`config.mk`:
```
export PLATFORM = sky130hd
export DESIGN_NAME = quad_encoder_speed
export DESIGN_NICKNAME = d
export VERILOG_FILES = /design/src/rtl/quad_encoder_speed.sv
export SDC_FILE = /design/constraint.sdc
export NUM_CORES = 1
export LEC_CHECK = 0
export CELL_PAD_IN_SITES_DETAIL_PLACEMENT = 2
export CELL_PAD_IN_SITES_GLOBAL_PLACEMENT = 2
export CORE_UTILIZATION = 30
export CTS_CLUSTER_SIZE = 25
export DETAILED_ROUTE_END_ITERATION = 10
export GPL_ROUTABILITY_DRIVEN = 0
export PLACE_DENSITY = 0.69
export SLEW_MARGIN = 10
export SYNTH_ARGS = -nofsm -noshare
export SYNTH_HDL_FRONTEND = slang
export SYNTH_SLANG_ARGS = --single-unit
```
`constraint.sdc`:
```
create_clock -name clk -period 14.95 [get_ports clk]
set_clock_uncertainty 0.15 [all_clocks]
set_input_delay 2.2425 -clock clk [delete_from_list [all_inputs] [get_ports clk]]
set_output_delay 2.2425 -clock clk [all_outputs]
set_load 0.03 [all_outputs]
```
`src/rtl/quad_encoder_speed.sv`:
```
// Quadrature encoder front end for the PID speed loop: x4 edge decode, per-window
// speed magnitude/direction with saturation, and a free-running signed position count.
module quad_encoder_speed #(
  parameter int WINDOW_CYCLES = 100000,
  parameter int CNT_W         = 16,
  parameter int FEED_W        = 8
) (
  input  logic              clk,
  input  logic              reset,
  input  logic              enc_a,
  input  logic              enc_b,
  output logic [FEED_W-1:0] feed,
  output logic              dir,
  output logic              feed_valid,
  output logic              feed_sat,
  output logic              quad_err,
  output logic [CNT_W-1:0]  position
);

  localparam int WIN_W = $clog2(WINDOW_CYCLES);
  localparam int SW    = CNT_W + 1;
  localparam logic [WIN_W-1:0]     WIN_LAST = WIN_W'(WINDOW_CYCLES - 1);
  localparam logic signed [SW-1:0] ACC_MAX  = SW'((1 << (CNT_W - 1)) - 1);
  localparam logic signed [SW-1:0] ACC_MIN  = -ACC_MAX;
  localparam logic [SW-1:0]        FEED_MAX = SW'((1 << FEED_W) - 1);

  logic [1:0]              s1, s2, prev;
  logic [1:0]              ord_prev, ord_cur, delta;
  logic                    illegal;
  logic signed [SW-1:0]    step, total, acc_sat;
  logic [SW-1:0]           mag;
  logic [WIN_W-1:0]        win;
  logic signed [CNT_W-1:0] acc;

  // Gray state -> position along 00,01,11,10; the modulo-4 difference is the step.
  always_comb begin
    ord_prev = {prev[1], prev[1] ^ prev[0]};
    ord_cur  = {s2[1], s2[1] ^ s2[0]};
    delta    = ord_cur - ord_prev;
    illegal  = (delta == 2'd2);
    step     = '0;
    case (delta)
      2'd1:    step = SW'(1);
      2'd3:    step = '1;
      default: step = '0;
    endcase
    total = {acc[CNT_W-1], acc} + step;
    if (total > ACC_MAX)      acc_sat = ACC_MAX;
    else if (total < ACC_MIN) acc_sat = ACC_MIN;
    else                      acc_sat = total;
    mag = total[SW-1] ? $unsigned(-total) : $unsigned(total);
  end

  always_ff @(posedge clk or negedge reset) begin
    if (!reset) begin
      s1         <= '0;
      s2         <= '0;
      prev       <= '0;
      win        <= '0;
      acc        <= '0;
      feed       <= '0;
      dir        <= 1'b0;
      feed_valid <= 1'b0;
      feed_sat   <= 1'b0;
      quad_err   <= 1'b0;
      position   <= '0;
    end else begin
      s1         <= {enc_a, enc_b};
      s2         <= s1;
      prev       <= s2;
      quad_err   <= illegal;
      position   <= position + step[CNT_W-1:0];
      feed_valid <= 1'b0;
      if (win == WIN_LAST) begin
        // The boundary-cycle step is folded into the closing window's total.
        win        <= '0;
        acc        <= '0;
        feed_valid <= 1'b1;
        dir        <= total[SW-1];
        feed_sat   <= (mag > FEED_MAX);
        feed       <= (mag > FEED_MAX) ? '1 : mag[FEED_W-1:0];
      end else begin
        win <= win + 1'b1;
        acc <= acc_sat[CNT_W-1:0];
      end
    end
  end

endmodule

```
==> results of run 1 <==
worst max-delay path by stage:
stage | start | cells after the start | slack, ps | endpoint
after floorplan | prev[1]$_DFF_PN0_ | 20 | 9790 | feed[0]$_DFFE_PN0P_
after global placement | prev[1]$_DFF_PN0_ | 17 | 9690 | feed[0]$_DFFE_PN0P_
after detailed placement | prev[1]$_DFF_PN0_ | 17 | 9470 | feed[6]$_DFFE_PN0P_
after CTS | prev[1]$_DFF_PN0_ | 17 | 9460 | feed[6]$_DFFE_PN0P_
after global routing | prev[1]$_DFF_PN0_ | 17 | 9070 | feed[6]$_DFFE_PN0P_
final | prev[1]$_DFF_PN0_ | 17 | 9520 | feed[6]$_DFFE_PN0P_
registers in the layout (all words and copies together) (netlist names):
name,flops
win,17
acc,16
position,16
feed,8
prev,2
s1,2
s2,2
dir,1
feed_sat,1
feed_valid,1
quad_err,1
final cells by class:
type,count,area [um2]
fill,1482,8376
timing repair buffer,34,327.8
tap,176,220.2
clock buffer,9,225.2
multi-input combinational,339,2268
sequential,67,1677
clock inverter,5,103.9
inverter,12,45.04
kinds of logic (layout without fill, tap and decap cells):
| logic type | count (synthesis) | after routing |
|---|---|---|
| fa+ha+maj | 10 | 10 |
| xor+xnor | 57 | 57 |
| buf+inv | 33 | 60 |
| flops | 67 | 67 |
| mux | 6 | 6 |
| compound gates | 86 | 86 |
| simple gates | 180 | 180 |
metal layers:
metal	wire, um	GRT usage
met3	337	0.03716
met1	5546	0.2377
met5	0	0
met4	184	0.06566
met2	5846	0.3059
stage by stage:
stage	power, W	hold WS (ps)	worst slack [ps]	cells
after floorplan	0.0006230	181.2	9787	439
after global placement	0.0007559	198.7	9687	628
after detailed placement	0.0007770	187.2	9467	628
after CTS	0.001027	200.9	9460	642
after global routing	0.001086	220.4	9067	642
final	0.001018	199.9	9523	642
cell usage in the layout, fill, tap and decap left out, types with 11 or more instances in the layout:
cell type / netlist / routed
nand4_1: 16 / 16
o21ai_0: 11 / 11
xnor2_1: 33 / 33
inv_1: 12 / 12
dfrtp_1: 67 / 67
a21oi_1: 39 / 39
nand3_1: 19 / 19
nor2_1: 49 / 49
nor4_1: 13 / 13
nand2_1: 25 / 25
xor2_1: 21 / 21
clkdlybuf4s50_1: 0 / 30
power breakdown:
part | leakage, nW | switching, W | internal [W]
Clock | 0.161 | 0.0000804 | 0.000161
Combinational | 0.984 | 0.000296 | 0.000187
Sequential | 0.856 | 0.0000718 | 0.000222
==> metrics.txt, run 1 <==
Reg2Reg Depth 17; Ports 32; CP delay by family, top simple AND/OR/NAND/NOR gates; drt total wl 11.92 mm; Worst EP required 15000 ps; leading area contributor after synthesis dfrtp_1; NumNets Final 476; most instantiated cells after synthesis 67 x dfrtp_1, 49 x nor2_1, 39 x a21oi_1; # diodes 0; Power Dens Cells 209.1 nW/um2; unrepaired setup endpoints after global routing false; Syn Std Cell Area 4073 um2; f_max 0.1843 GHz; Lkg Pwr 2.001 nW; GRT Util Overall 0.1844; status finished, final reports clean; yosys warns 0; Final ANT Viol Nets 0; maxcap violations 0; Clock Sinks 67; Vias/cell 5.419; synth top area cells dfrtp_1 41%, xnor2_1 7.1%, a21oi_1 4.8%, nor2_1 4.5%, xor2_1 4.5%; final setup TNS 0 ps; HP Class flip-flop to flip-flop; Post-Synth Simple-Gate Area 0.2393; number of buffers and inverters on the critical path 2; CP cell instances xor2_1, ha_1, inv_1, nand2_1, buf_4, xnor2_1, ha_1, or4_1, and4_1, a2111oi_4, nand4_2, nor4b_4, nand2_1, mux2_2, a22oi_2, nor4_4, a21oi_1; DIE WIDTH 118.5 um; gr ovfl total 0; drt first pass iters 4; r2r setup slk 9520 ps; Crit path largest cell delay 550 ps; Final Critical Period 5427 ps; fin crit share 0.3630; Startpoint Class flip-flop; Initial Util 0.3075; highest ir drop seen on vdd 0.05106 mV; # Post-CTS Setup Buffers 0; CP endpoint kind flip-flop; xor/xnor share of the synthesized area 0.1318; first-pass GRT wire length 20.23 mm; WHS Path Cells 0; Synth top area share 0.4117; multiplexer share of the synthesized area 0.01536; pin count of the biggest net entering global routing 68; CTS tree built; CP max-delay cell nor4_4; CTS buffer count 9; Worst R2R Start prev[1]$_DFF_PN0_; clock root buffer clkbuf_16; Synth Instances 439; die span in y 118.5 um; area of the die 14050 um2; Post-Synth Adder-Cell Area 0.03011; # resized after CTS 0; post-synthesis compound-gate area fraction 0.1376; EDFF count, synth 0; area grow syn2layout 19.51%; Residual DRC 0; ys flop type dfrtp_1; largest family of logic cells by synthesized area simple AND/OR/NAND/NOR gates; post-synth cell types 61; number of global-route vias before repair 3789; final instance area 4867 um2; Vias 3479; Setup violations, final 0; post-synth net total 452; Yosys reg bits 67; CP max FO 32; clk_lat worst skew 340 ps; source of the worst hold timing path s1[1]$_DFF_PN0_; initial antenna violation count 0; Mean Syn Cell Area 9.277 um2; Worst-Margin Slew 944.4 ps; Max Slew Vio Count 0; clk buf depth 2; hpwl dp 8.381 mm; ys async rst share 1.000; FF-to-FF End feed[6]$_DFFE_PN0P_; H-tree depth 3; Core Region 13240 um2; Hold-fix buffers, CTS 0; layout cells sized above 1 0.06867; critical path class flip-flop to flip-flop; clk slew on worst S/H paths 60 ps; most common cell in the netlist dfrtp_1; Detailed Route Iter0 Violations 149; DR WL/cell 18.56 um; Worst Hold Endpoint s2[1]$_DFF_PN0_; Slew Limit Headroom 0.3684; # port buffers 31; placed inst area 4538 um2; Seq/Total Area, Yosys 0.4117; Layout Utilization 0.3675; Worst EP arrival 5480 ps; site row count 42; final hold violations 0
Power figures use the tool's default switching activity.
==> inputs of run 2 (changes only) <==
Settings changed: PLACE_DENSITY 0.69 to 0.72.
Clock period 14.95 ns to 4.9 ns, I/O delays scaled along.
==> metrics.txt, run 2 (synthesis gave the netlist of run 1 again) <==
Ports 32; H-tree depth 3; area of the die 14050 um2; Max Slew Vio Count 0; most used routing layer met2; commonest cells after routing, fill and taps aside 67 x dfrtp_1, 49 x nor2_1, 39 x a21oi_1; FF-to-FF End feed[0]$_DFFE_PN0P_; WHS Path Cells 0; Register Area 1677 um2; layout cells sized above 1 0.09644; Lkg Pwr 2.033 nW; worst setup margin 286.7 ps; Worst EP arrival 4730 ps; initial antenna violation count 0; Worst R2R Start s2[1]$_DFF_PN0_; Reg2Reg Depth 18; drt first pass iters 4; final setup TNS 0 ps; status finished, final reports clean; Core Region 13240 um2; clk slew on worst S/H paths 60 ps; clk_lat worst skew 340 ps; pre-CTS WS -19.69 ps; Filler cells 1450; Top reg by flops win; Final ANT Viol Nets 0; CTS buffer count 9; clk buf depth 2; HP Class flip-flop to flip-flop; die span in y 118.5 um; Setup violations, final 0; DIE WIDTH 118.5 um; Worst EP required 5010 ps; final hold violations 0; Worst Hold Endpoint s2[0]$_DFF_PN0_; met1 global-route usage 0.2351; Regs by FF count win x17, acc x16, position x16; Clock Sinks 67; fin crit share 0.9415; NumNets Final 485; Detailed Route Iter0 Violations 114; hpwl dp 8.420 mm; Residual DRC 0; site row count 42; # port buffers 31; CTS tree built; # diodes 0; met3 usage 0.03282; area of the multi-input gates 2272 um2; commonest non-fill, non-tap cell in the layout dfrtp_1; pin count of the biggest net entering global routing 35; drt total wl 11.98 mm; clock root buffer clkbuf_16; source of the worst hold timing path s1[0]$_DFF_PN0_; number of instances in the placed design 634; Initial Util 0.3075; number of global-route vias before repair 3829; gr ovfl total 0; DR WL/cell 18.35 um; final instance area 4946 um2; max reg flops 17; Vias 3501; WHS 200.5 ps; Worst-Margin Slew 862.8 ps; Vias/cell 5.361; Final Critical Period 4613 ps; CP endpoint kind flip-flop; r2r setup slk 290 ps; Final Non-Filler Cells 653; Hold-fix buffers, CTS 0; CP max FO 9; f_max 0.2168 GHz; unrepaired setup endpoints after global routing false; GRT Util Overall 0.1828; first-pass GRT wire length 20.04 mm; placed inst area 4577 um2; critical path class flip-flop to flip-flop; maxcap violations 0; highest ir drop seen on vdd 0.1697 mV; grt met2 use 0.3007; Startpoint Class flip-flop; area grow syn2layout 21.44%; Power Dens Cells 632.8 nW/um2; Slew Limit Headroom 0.4207
==> run 2: cell types whose count changed in the layout (fill, tap and decap cells not counted), moves of 2 or more <==
cell      change
clkinv_4      +2
buf_6         +2
nor3_2        +2
buf_4         +7
==> run 2: worst max path at each step <==
stage | end | cells past startpoint | startpoint
detailed placement | feed[4]$_DFFE_PN0P_ | 16 | prev[1]$_DFF_PN0_
global placement | feed[6]$_DFFE_PN0P_ | 16 | prev[1]$_DFF_PN0_
CTS | feed[0]$_DFFE_PN0P_ | 17 | prev[1]$_DFF_PN0_
global route | feed[6]$_DFFE_PN0P_ | 18 | s2[1]$_DFF_PN0_
finish | feed[0]$_DFFE_PN0P_ | 18 | s2[1]$_DFF_PN0_
floorplan | feed[0]$_DFFE_PN0P_ | 20 | prev[1]$_DFF_PN0_
==> run 2: final cells by class <==
class | instances | share of cell area
multi-input cells | 339 | 0.4594
flip-flops and latches | 67 | 0.3390
repair buffers | 43 | 0.08146
clock buffers | 11 | 0.04908
well taps | 176 | 0.04452
clock inverters | 5 | 0.01746
inverters | 12 | 0.009107
==> run 2: critical path: stages (launching register included) <==
cell and delay (ps):
dfrtp_1 420, xnor2_1 160, ha_1 210, xor3_2 310, nand2_1 160, xnor2_1 80
ha_1 220, or4_1 420, and4_1 250, a2111oi_4 300, buf_4 200, nand4_2 160
nor4b_4 460, nand2_1 140, mux2_2 300, a22oi_2 230, nor4_4 60, buf_6 150
a21oi_1 150
==> run 2: repair_timing <==
action / 4_1_cts / 5_1_grt
gates resized for setup: 0 / 6
endpoints found under the setup margin: 8 / 18
endpoints found under the hold margin: 0 / 0
pin swaps: 1 / 2
cloned: 0 / 0
setup buffers: 1 / 2
==> run 2: per-stage QoR <==
stage,total power (W),util
detailed placement,0.002389,0.3456
global route,0.003336,0.3735
CTS,0.003143,0.3710
global placement,0.002317,0.3456
finish,0.003130,0.3735
floorplan,0.001902,-
==> run 2: routing by layer <==
layer | up-vias | routed length (um)
met2 | 43 | 5813
met4 | 0 | 256
met1 | 1783 | 5626
met3 | 17 | 286
met5 | - | 0
li1 | 1658 | -
==> run 2: power by group <==
part           switching [W]  total (W)  internal [W]
combinational       0.000917    0.00152      0.000603
clock               0.000258   0.000720      0.000462
sequential          0.000213   0.000890      0.000676
